**config.mk**
```make
export PLATFORM = sky130hd
export DESIGN_NAME = sram_arbiter
export DESIGN_NICKNAME = d
export VERILOG_FILES = /design/src/rtl/sram_arbiter_pkg.sv /design/src/rtl/sram_arb_pick.sv /design/src/rtl/sram_arbiter.sv
export SDC_FILE = /design/constraint.sdc
export NUM_CORES = 1
export LEC_CHECK = 0
export ABC_AREA = 1
export BUFFER_PORTS_ARGS = -buffer_cell sky130_fd_sc_hd__buf_4
export CORE_AREA = 2 2 103 105
export CTS_CLUSTER_DIAMETER = 40
export CTS_CLUSTER_SIZE = 20
export DETAILED_ROUTE_END_ITERATION = 16
export DIE_AREA = 0 0 105 107
export PLACE_DENSITY = 0.78
export SLEW_MARGIN = 10
export SYNTH_ARGS = -nofsm -noshare
export SYNTH_HDL_FRONTEND = slang
export SYNTH_SLANG_ARGS = --single-unit
```
**constraint.sdc**
```tcl
create_clock -name clk -period 2.5 [get_ports clk]
set_input_delay 0.375 -clock clk [delete_from_list [all_inputs] [get_ports clk]]
set_output_delay 0.375 -clock clk [all_outputs]
set_load 0.005 [all_outputs]
```
**src/rtl/sram_arbiter_pkg.sv**
```systemverilog
// Shared definitions for the two-port SRAM command arbiter: FSM states,
// port index constants and default bus widths.
package sram_arbiter_pkg;

   localparam int ADDR_W_DEF = 17;
   localparam int DATA_W_DEF = 32;

   localparam logic PORT_CPU = 1'b0;
   localparam logic PORT_DMA = 1'b1;

   typedef enum logic {
      StIdle = 1'b0,
      StBusy = 1'b1
   } state_t;

endpackage

```
**src/rtl/sram_arb_pick.sv**
```systemverilog
// Two-way grant picker. Round-robin on ties by default; defining
// SRAM_ARBITER_FIXED_PRIO_EN makes the cache port always win ties.
module sram_arb_pick
   import sram_arbiter_pkg::*;
(
   input  logic [1:0] i_req,
   input  logic       i_lastGrant,
   output logic       o_grant
);

`ifdef SRAM_ARBITER_FIXED_PRIO_EN
   logic w_unused;
   assign w_unused = i_lastGrant;

   always_comb begin
      o_grant = i_req[PORT_CPU] ? PORT_CPU : PORT_DMA;
   end
`else
   // On a tie the port that was not served most recently wins.
   always_comb begin
      o_grant = PORT_CPU;
      if (i_req[PORT_CPU] && i_req[PORT_DMA]) begin
         o_grant = ~i_lastGrant;
      end else if (i_req[PORT_DMA]) begin
         o_grant = PORT_DMA;
      end
   end
`endif

endmodule

```
**src/rtl/sram_arbiter.sv**
```systemverilog
// Shares one SRAM controller command port between the cache (port 0) and a
// DMA/video requester (port 1); optional SRAM_ARBITER_FIXED_PRIO_EN.
module sram_arbiter
   import sram_arbiter_pkg::*;
#(
   parameter int ADDR_W = ADDR_W_DEF,
   parameter int DATA_W = DATA_W_DEF
) (
   input  logic                clk,
   input  logic                reset,

   input  logic [ADDR_W-1:0]   s0_addr,
   input  logic [DATA_W-1:0]   s0_wrdata,
   input  logic [DATA_W/8-1:0] s0_bytesel,
   input  logic                s0_wren,
   input  logic                s0_strobe,
   output logic                s0_wait,
   output logic [DATA_W-1:0]   s0_rddata,

   input  logic [ADDR_W-1:0]   s1_addr,
   input  logic [DATA_W-1:0]   s1_wrdata,
   input  logic [DATA_W/8-1:0] s1_bytesel,
   input  logic                s1_wren,
   input  logic                s1_strobe,
   output logic                s1_wait,
   output logic [DATA_W-1:0]   s1_rddata,

   output logic [ADDR_W-1:0]   m_addr,
   output logic [DATA_W-1:0]   m_wrdata,
   output logic [DATA_W/8-1:0] m_bytesel,
   output logic                m_wren,
   output logic                m_strobe,
   input  logic                m_wait,
   input  logic [DATA_W-1:0]   m_rddata
);

   state_t r_state;
   state_t w_stateNext;

   logic r_grant;
   logic r_lastGrant;
   logic r_dropped;

   logic [1:0] w_req;
   logic       w_pick;
   logic       w_launch;
   logic       w_done;
   logic       w_ownerStrobe;
   logic       w_ack;

   assign w_req         = {s1_strobe, s0_strobe};
   assign w_ownerStrobe = (r_grant == PORT_DMA) ? s1_strobe : s0_strobe;

   sram_arb_pick u_pick (
      .i_req       (w_req),
      .i_lastGrant (r_lastGrant),
      .o_grant     (w_pick)
   );

   always_comb begin
      w_stateNext = r_state;
      w_launch    = 1'b0;
      w_done      = 1'b0;
      case (r_state)
         StIdle: begin
            if (|w_req) begin
               w_launch    = 1'b1;
               w_stateNext = StBusy;
            end
         end
         StBusy: begin
            if (!m_wait) begin
               w_done      = 1'b1;
               w_stateNext = StIdle;
            end
         end
         default: w_stateNext = StIdle;
      endcase
   end

   always_ff @(posedge clk or negedge reset) begin
      if (!reset) begin
         r_state <= StIdle;
      end else begin
         r_state <= w_stateNext;
      end
   end

   // A requester that lets go of its strobe mid-transaction forfeits the
   // completion; the SRAM access itself still runs to the end.
   always_ff @(posedge clk or negedge reset) begin
      if (!reset) begin
         m_addr      <= '0;
         m_wrdata    <= '0;
         m_bytesel   <= '0;
         m_wren      <= 1'b0;
         m_strobe    <= 1'b0;
         r_grant     <= PORT_CPU;
         r_lastGrant <= PORT_DMA;
         r_dropped   <= 1'b0;
      end else if (w_launch) begin
         m_addr      <= (w_pick == PORT_DMA) ? s1_addr    : s0_addr;
         m_wrdata    <= (w_pick == PORT_DMA) ? s1_wrdata  : s0_wrdata;
         m_bytesel   <= (w_pick == PORT_DMA) ? s1_bytesel : s0_bytesel;
         m_wren      <= (w_pick == PORT_DMA) ? s1_wren    : s0_wren;
         m_strobe    <= 1'b1;
         r_grant     <= w_pick;
         r_dropped   <= 1'b0;
      end else if (w_done) begin
         m_strobe    <= 1'b0;
         r_lastGrant <= r_grant;
         r_dropped   <= 1'b0;
      end else if ((r_state == StBusy) && !w_ownerStrobe) begin
         r_dropped   <= 1'b1;
      end
   end

   assign w_ack = (r_state == StBusy) && !m_wait && w_ownerStrobe && !r_dropped;

   assign s0_wait   = !(w_ack && (r_grant == PORT_CPU));
   assign s1_wait   = !(w_ack && (r_grant == PORT_DMA));
   assign s0_rddata = m_rddata;
   assign s1_rddata = m_rddata;

endmodule

```
==> results of run 1 <==
-- through the flow --
stage          total power, mW  worst slack (ns)  hold WS, ns  area [um^2]
2_1_floorplan             1.87              1.24       0.0794         3760
3_3_place_gp              2.41             0.815        0.463         4670
3_5_place_dp              2.43             0.777        0.467         4670
4_1_cts                   3.38             0.628        0.130         4880
5_1_grt                   3.56             0.537        0.181         4880
6_report                  3.32             0.660        0.105         4880
-- where the power goes --
part / switching [mW] / internal, mW / total, mW
combinational: 0.511 / 0.558 / 1.07
sequential: 0.137 / 1.19 / 1.33
clock: 0.374 / 0.555 / 0.929
total: 1.02 / 2.30 / 3.32
-- cell usage after synthesis --
cell type  count
a21oi_1        1
dfstp_2        1
nand2_1      169
buf_4         65
nor2_4         1
o21ai_0        1
dfrtp_1       58
o21ai_1        1
clkbuf_1       8
nand4_1        1
inv_1        111
nor2_1         8
inv_2          1
buf_2         18
nand2_2        2
nand3_1      109
-- how the worst max path moves through the flow --
stage	endpoint	slack, ns	cells past startpoint
4_1_cts	s0_wait	0.63	6
3_3_place_gp	m_addr[5]$_DFFE_PN0P_	0.82	6
5_1_grt	s0_wait	0.54	6
3_5_place_dp	m_addr[0]$_DFFE_PN0P_	0.78	6
2_1_floorplan	s0_wait	1.24	5
6_report	s0_wait	0.66	6
-- worst max-delay path, delay by kind of cell, from the launching register on --
kind	cells	cell delay, ns
flip-flops	1	0.41
buffers and inverters	3	0.33
AND/OR/NAND/NOR	3	0.40
-- sequential cells by signal, summed over array words and instances (netlist names) --
name and count:
r_state 1, m_bytesel 4, m_strobe 1, r_lastGrant 1, m_wren 1, m_addr 17, m_wrdata 32, r_grant 1
r_dropped 1
-- cell type report --
type | count | area [um^2]
Fill cell | 1061 | 5210
Clock inverter | 6 | 80.1
Clock buffer | 10 | 128
Inverter | 112 | 420
Timing Repair Buffer | 178 | 1340
Tap cell | 136 | 170
Multi-Input combinational cell | 293 | 1270
Sequential cell | 59 | 1480
-- layer usage --
metal,vias up,track usage,share of wire
met5,-,0,0
met4,0,0.0876,0.030
met3,38,0.0523,0.078
met2,148,0.295,0.46
met1,1549,0.214,0.43
li1,1782,-,-
-- logic make-up after synthesis --
| group | share of synthesized area |
|---|---|
| DFF | 0.393 |
| AOI/OAI and AO/OA | 0.00399 |
| buffers and inverters | 0.273 |
| and+or+nand+nor | 0.330 |
==> flow_summary.json, run 1 <==
{
  "max-cap-violations": 0,
  "grt_first_pass_wirelength_mm": 16.0,
  "cts.path.max_buffers": 2,
  "dieArea_um2": 11200,
  "cts_tree": "built",
  "grt_overflow": 0,
  "routed_wl_mm": 9.89,
  "core-area_um2": 10100,
  "worstPathCellList": "inv_2 -> nor2_1 -> inv_1 -> nor2_1 -> nand2_1 -> buf_4",
  "fmax_mhz": 544,
  "path_max_fanout": 4,
  "cp_slowest_cell": "dfrtp_1",
  "required_ns": 2.12,
  "yosysTopAreaCellShare": 0.386,
  "cts_hold_buf": 0,
  "power_leakage_nw": 3.01,
  "peakVddDrop_mv": 0.335,
  "synth_top_cell_by_area": "dfrtp_1",
  "die_y_um": 107,
  "cts.sinks": 59,
  "r2r-start": "r_lastGrant$_DFFE_PN1P_",
  "rows": 37,
  "drv_slew": 0,
  "gp_congestion": 0.830,
  "tns_ns": 0,
  "htreeDepth": 3,
  "synth_area_per_cell_um2": 6.78,
  "power_density_nw_per_um2": 681,
  "layout_commonest_cell": "buf_4",
  "initial_core_util": 0.373,
  "dp.cells": 778,
  "clock_latency_ns": 0.33,
  "rsz0062_at_grt": "no",
  "antenna_cells": 0,
  "crit_path_end_kind": "primary output",
  "period_share": 0.736,
  "hold_viol": 0,
  "first_iter_violations": 203,
  "via_count": 3517,
  "crit_type": "register to primary output",
  "start_kind": "register",
  "post-route-min-period_ns": 1.84,
  "synth_cell_types": 16,
  "relSlewSlack": 0.489,
  "synth_seq_cells": 59,
  "netlist_area_um2": 3760,
  "cp.arrival_ns": 1.46,
  "ys_warn_count": 0,
  "drc": 0,
  "drtAntennaViolNets": 0,
  "numPortBuffers": 169,
  "clk_pin_slew_ns": 0.07,
  "grt_max_degree": 60,
  "setup_viol": 0,
  "finClkSkew_ns": 0.0109,
  "yosysSeqAreaShare": 0.393,
  "cts_resized": 0,
  "syn_inst": 555,
  "antenna_found_initial": 0,
  "synthesis.nets": 700,
  "layout-drive-gt1-share": 0.302,
  "final_nets": 798,
  "cpPeakStageDelay_ns": 0.41,
  "rrSetupSlack_ns": 0.83,
  "startpoint": "r_state$_DFF_PN0_",
  "area_growth_syn_to_layout_pct": 29.7,
  "worst_pin_slew_ns": 0.767,
  "crit_top_cell": "nor2_1",
  "grt_pass1_vias": 3336,
  "pin_count": 266,
  "status": "complete, no violations",
  "cts_root_buf": "clkbuf_8",
  "dr.pass1.iters": 4,
  "cts_setup_buffers": 0,
  "hp-class": "input port to asynchronous set/reset pin",
  "final_cell_mix": "buf_4 (178), nand2_1 (169), inv_1 (111)",
  "r2r_end": "m_addr[5]$_DFFE_PN0P_",
  "final_core_util": 0.483,
  "yosys-top-cells-area": "dfrtp_1 (39%), nand2_1 (17%), nand3_1 (15%), buf_4 (13%), inv_1 (11%)",
  "vias_per_cell": 4.43,
  "grt_use_total": 0.179,
  "stdcell_count": 794,
  "wire_per_inst_um": 12.5,
  "r2r_cells": 6,
  "cts_made_buffers": 9,
  "dp_hpwl_mm": 7.05,
  "die_x_um": 105
}
Note: power is estimated with default switching activity, not from simulation.
==> run 2, diff against run 1 <==
- CORE_AREA: 2 2 103 105 -> 2 2 104 106
- DIE_AREA: 0 0 105 107 -> 0 0 106 108
- PLACE_DENSITY: 0.78 -> 0.77
- clock period: 2.5 -> 1.8 ns (I/O delays scaled with it)
==> run 2 against run 1 <==
Net effect:
- the flow now finishes with violations (negative hold slack)
- die area up 1.9%
- combinational power up 40%
- sequential power up 39%
- clock power up 35%
- total power up 38%
- utilization down 0.41 points
- count of clock-buffer cells in the layout up 1
- register-to-register slack worse by 0.54 ns
- critical path depth unchanged
- clock skew down 0.0023 ns
- largest cell class unchanged
- global-route usage down 0.19 points
- sequential share of layout area down 0.13 points
==> flow_summary.json, run 2 (same netlist as run 1, synthesis figures left out) <==
{
  "grt_overflow": 0,
  "r2r_cells": 3,
  "cts_hold_buf": 0,
  "grt_max_degree": 60,
  "cp.arrival_ns": 1.40,
  "violations": "negative hold slack",
  "setup_viol": 0,
  "power_leakage_nw": 3.01,
  "dieArea_um2": 11400,
  "drtAntennaViolNets": 0,
  "pin_count": 266,
  "max-cap-violations": 0,
  "area_growth_syn_to_layout_pct": 30.4,
  "hp-class": "input port to asynchronous set/reset pin",
  "layout-drive-gt1-share": 0.306,
  "cts_made_buffers": 9,
  "holdWs_ns": -0.00380,
  "cts_tree": "built",
  "largest_register": "m_wrdata",
  "period_share": 0.926,
  "die_x_um": 106,
  "grt_use_total": 0.177,
  "final_nets": 797,
  "layout_commonest_cell": "buf_4",
  "antenna_found_initial": 0,
  "die_y_um": 108,
  "place_area_um2": 4680,
  "dr.pass1.iters": 5,
  "power_density_nw_per_um2": 938,
  "worst_pin_slew_ns": 0.956,
  "post-route-min-period_ns": 1.67,
  "cts.sinks": 59,
  "cts.path.max_buffers": 2,
  "dp_hpwl_mm": 6.77,
  "rrSetupSlack_ns": 0.29,
  "tns_ns": 0,
  "antenna_cells": 0,
  "finClkSkew_ns": 0.00855,
  "drv_slew": 0,
  "fmax_mhz": 600,
  "rsz0062_at_grt": "no",
  "first_iter_violations": 160,
  "numPortBuffers": 169,
  "crit_path_end_kind": "primary output",
  "grt_first_pass_wirelength_mm": 16.1,
  "core-area_um2": 10200,
  "reg.largest.list": "m_wrdata x32, m_addr x17, m_bytesel x4",
  "routed_wl_mm": 10.1,
  "htreeDepth": 3,
  "final_cell_mix": "buf_4 (173), nand2_1 (169), inv_1 (111)",
  "clock_latency_ns": 0.34,
  "largest_reg_flops": 32,
  "r2r-start": "r_state$_DFF_PN0_",
  "path_max_fanout": 4,
  "gp_congestion": 0.778,
  "initial_core_util": 0.368,
  "fin_total_pwr_mw": 4.60,
  "relSlewSlack": 0.362,
  "grt_pass1_vias": 3424,
  "crit_type": "register to primary output",
  "r2r_end": "m_wrdata[3]$_DFFE_PN0P_",
  "vias_per_cell": 4.51,
  "hold_viol": 3,
  "critPathCapture": "s0_wait",
  "via_count": 3570,
  "clk_pin_slew_ns": 0.07,
  "finalInstanceArea_um2": 4900,
  "required_ns": 1.53,
  "peakVddDrop_mv": 0.448,
  "rows": 37,
  "startpoint": "r_state$_DFF_PN0_",
  "status": "finished, violations left",
  "start_kind": "register",
  "wire_per_inst_um": 12.7,
  "drc": 0,
  "cts_root_buf": "clkbuf_8"
}
==> run 2: repair_timing <==
action / CTS / global route
pin swaps: 0 / 1
resized for setup: 1 / 4
cloned: 0 / 1
endpoints found under the setup margin: 1 / 18
buffers inserted: 0 / 0
==> run 2: metal layers <==
layer  share of wire  track usage
met5               0            0
met4           0.022       0.0752
met3           0.087       0.0651
met2            0.47        0.294
met1            0.42        0.207
==> run 2: how the worst min path moves through the flow <==
stage          start                      to  slack (ns)  cells after the start
2_1_floorplan  reset   m_addr[0]$_DFFE_PN0P_       -0.03                      0
3_3_place_gp   reset   m_addr[5]$_DFFE_PN0P_        0.39                      1
3_5_place_dp   reset   m_addr[3]$_DFFE_PN0P_        0.40                      1
4_1_cts        reset  m_addr[16]$_DFFE_PN0P_        0.03                      1
5_1_grt        reset   m_addr[5]$_DFFE_PN0P_        0.05                      1
6_report       reset  m_addr[16]$_DFFE_PN0P_      -0.004                      1
==> run 2: per-stage QoR <==
stage	setup WS (ns)	hold WS [ns]	utilization	std cells
2_1_floorplan	0.581	-0.0256	-	555
3_3_place_gp	0.0943	0.389	0.458	776
3_5_place_dp	0.0371	0.400	0.458	776
4_1_cts	0.0554	0.0261	0.477	791
5_1_grt	0.0322	0.0455	0.479	792
6_report	0.134	-0.00380	0.479	792
==> run 2: worst max-delay path: stages (launching register included) <==
cell	delay [ns]
dfrtp_2	0.43
inv_2	0.09
nor2_4	0.12
inv_1	0.09
nor2_2	0.13
nand2_1	0.07
buf_4	0.13
==> run 2: power breakdown <==
part           internal, mW  switching (mW)  total [mW]
Combinational         0.788           0.713        1.50
Sequential             1.65           0.201        1.85
Clock                 0.705           0.542        1.25
==> run 2: final cells by class <==
class	instances	area [um^2]
fill	1054	5330
sequential	59	1480
timing repair buffer	176	1350
multi-input combinational	294	1280
inverter	112	420
tap	136	170
clock buffer	11	151
clock inverter	4	50.0
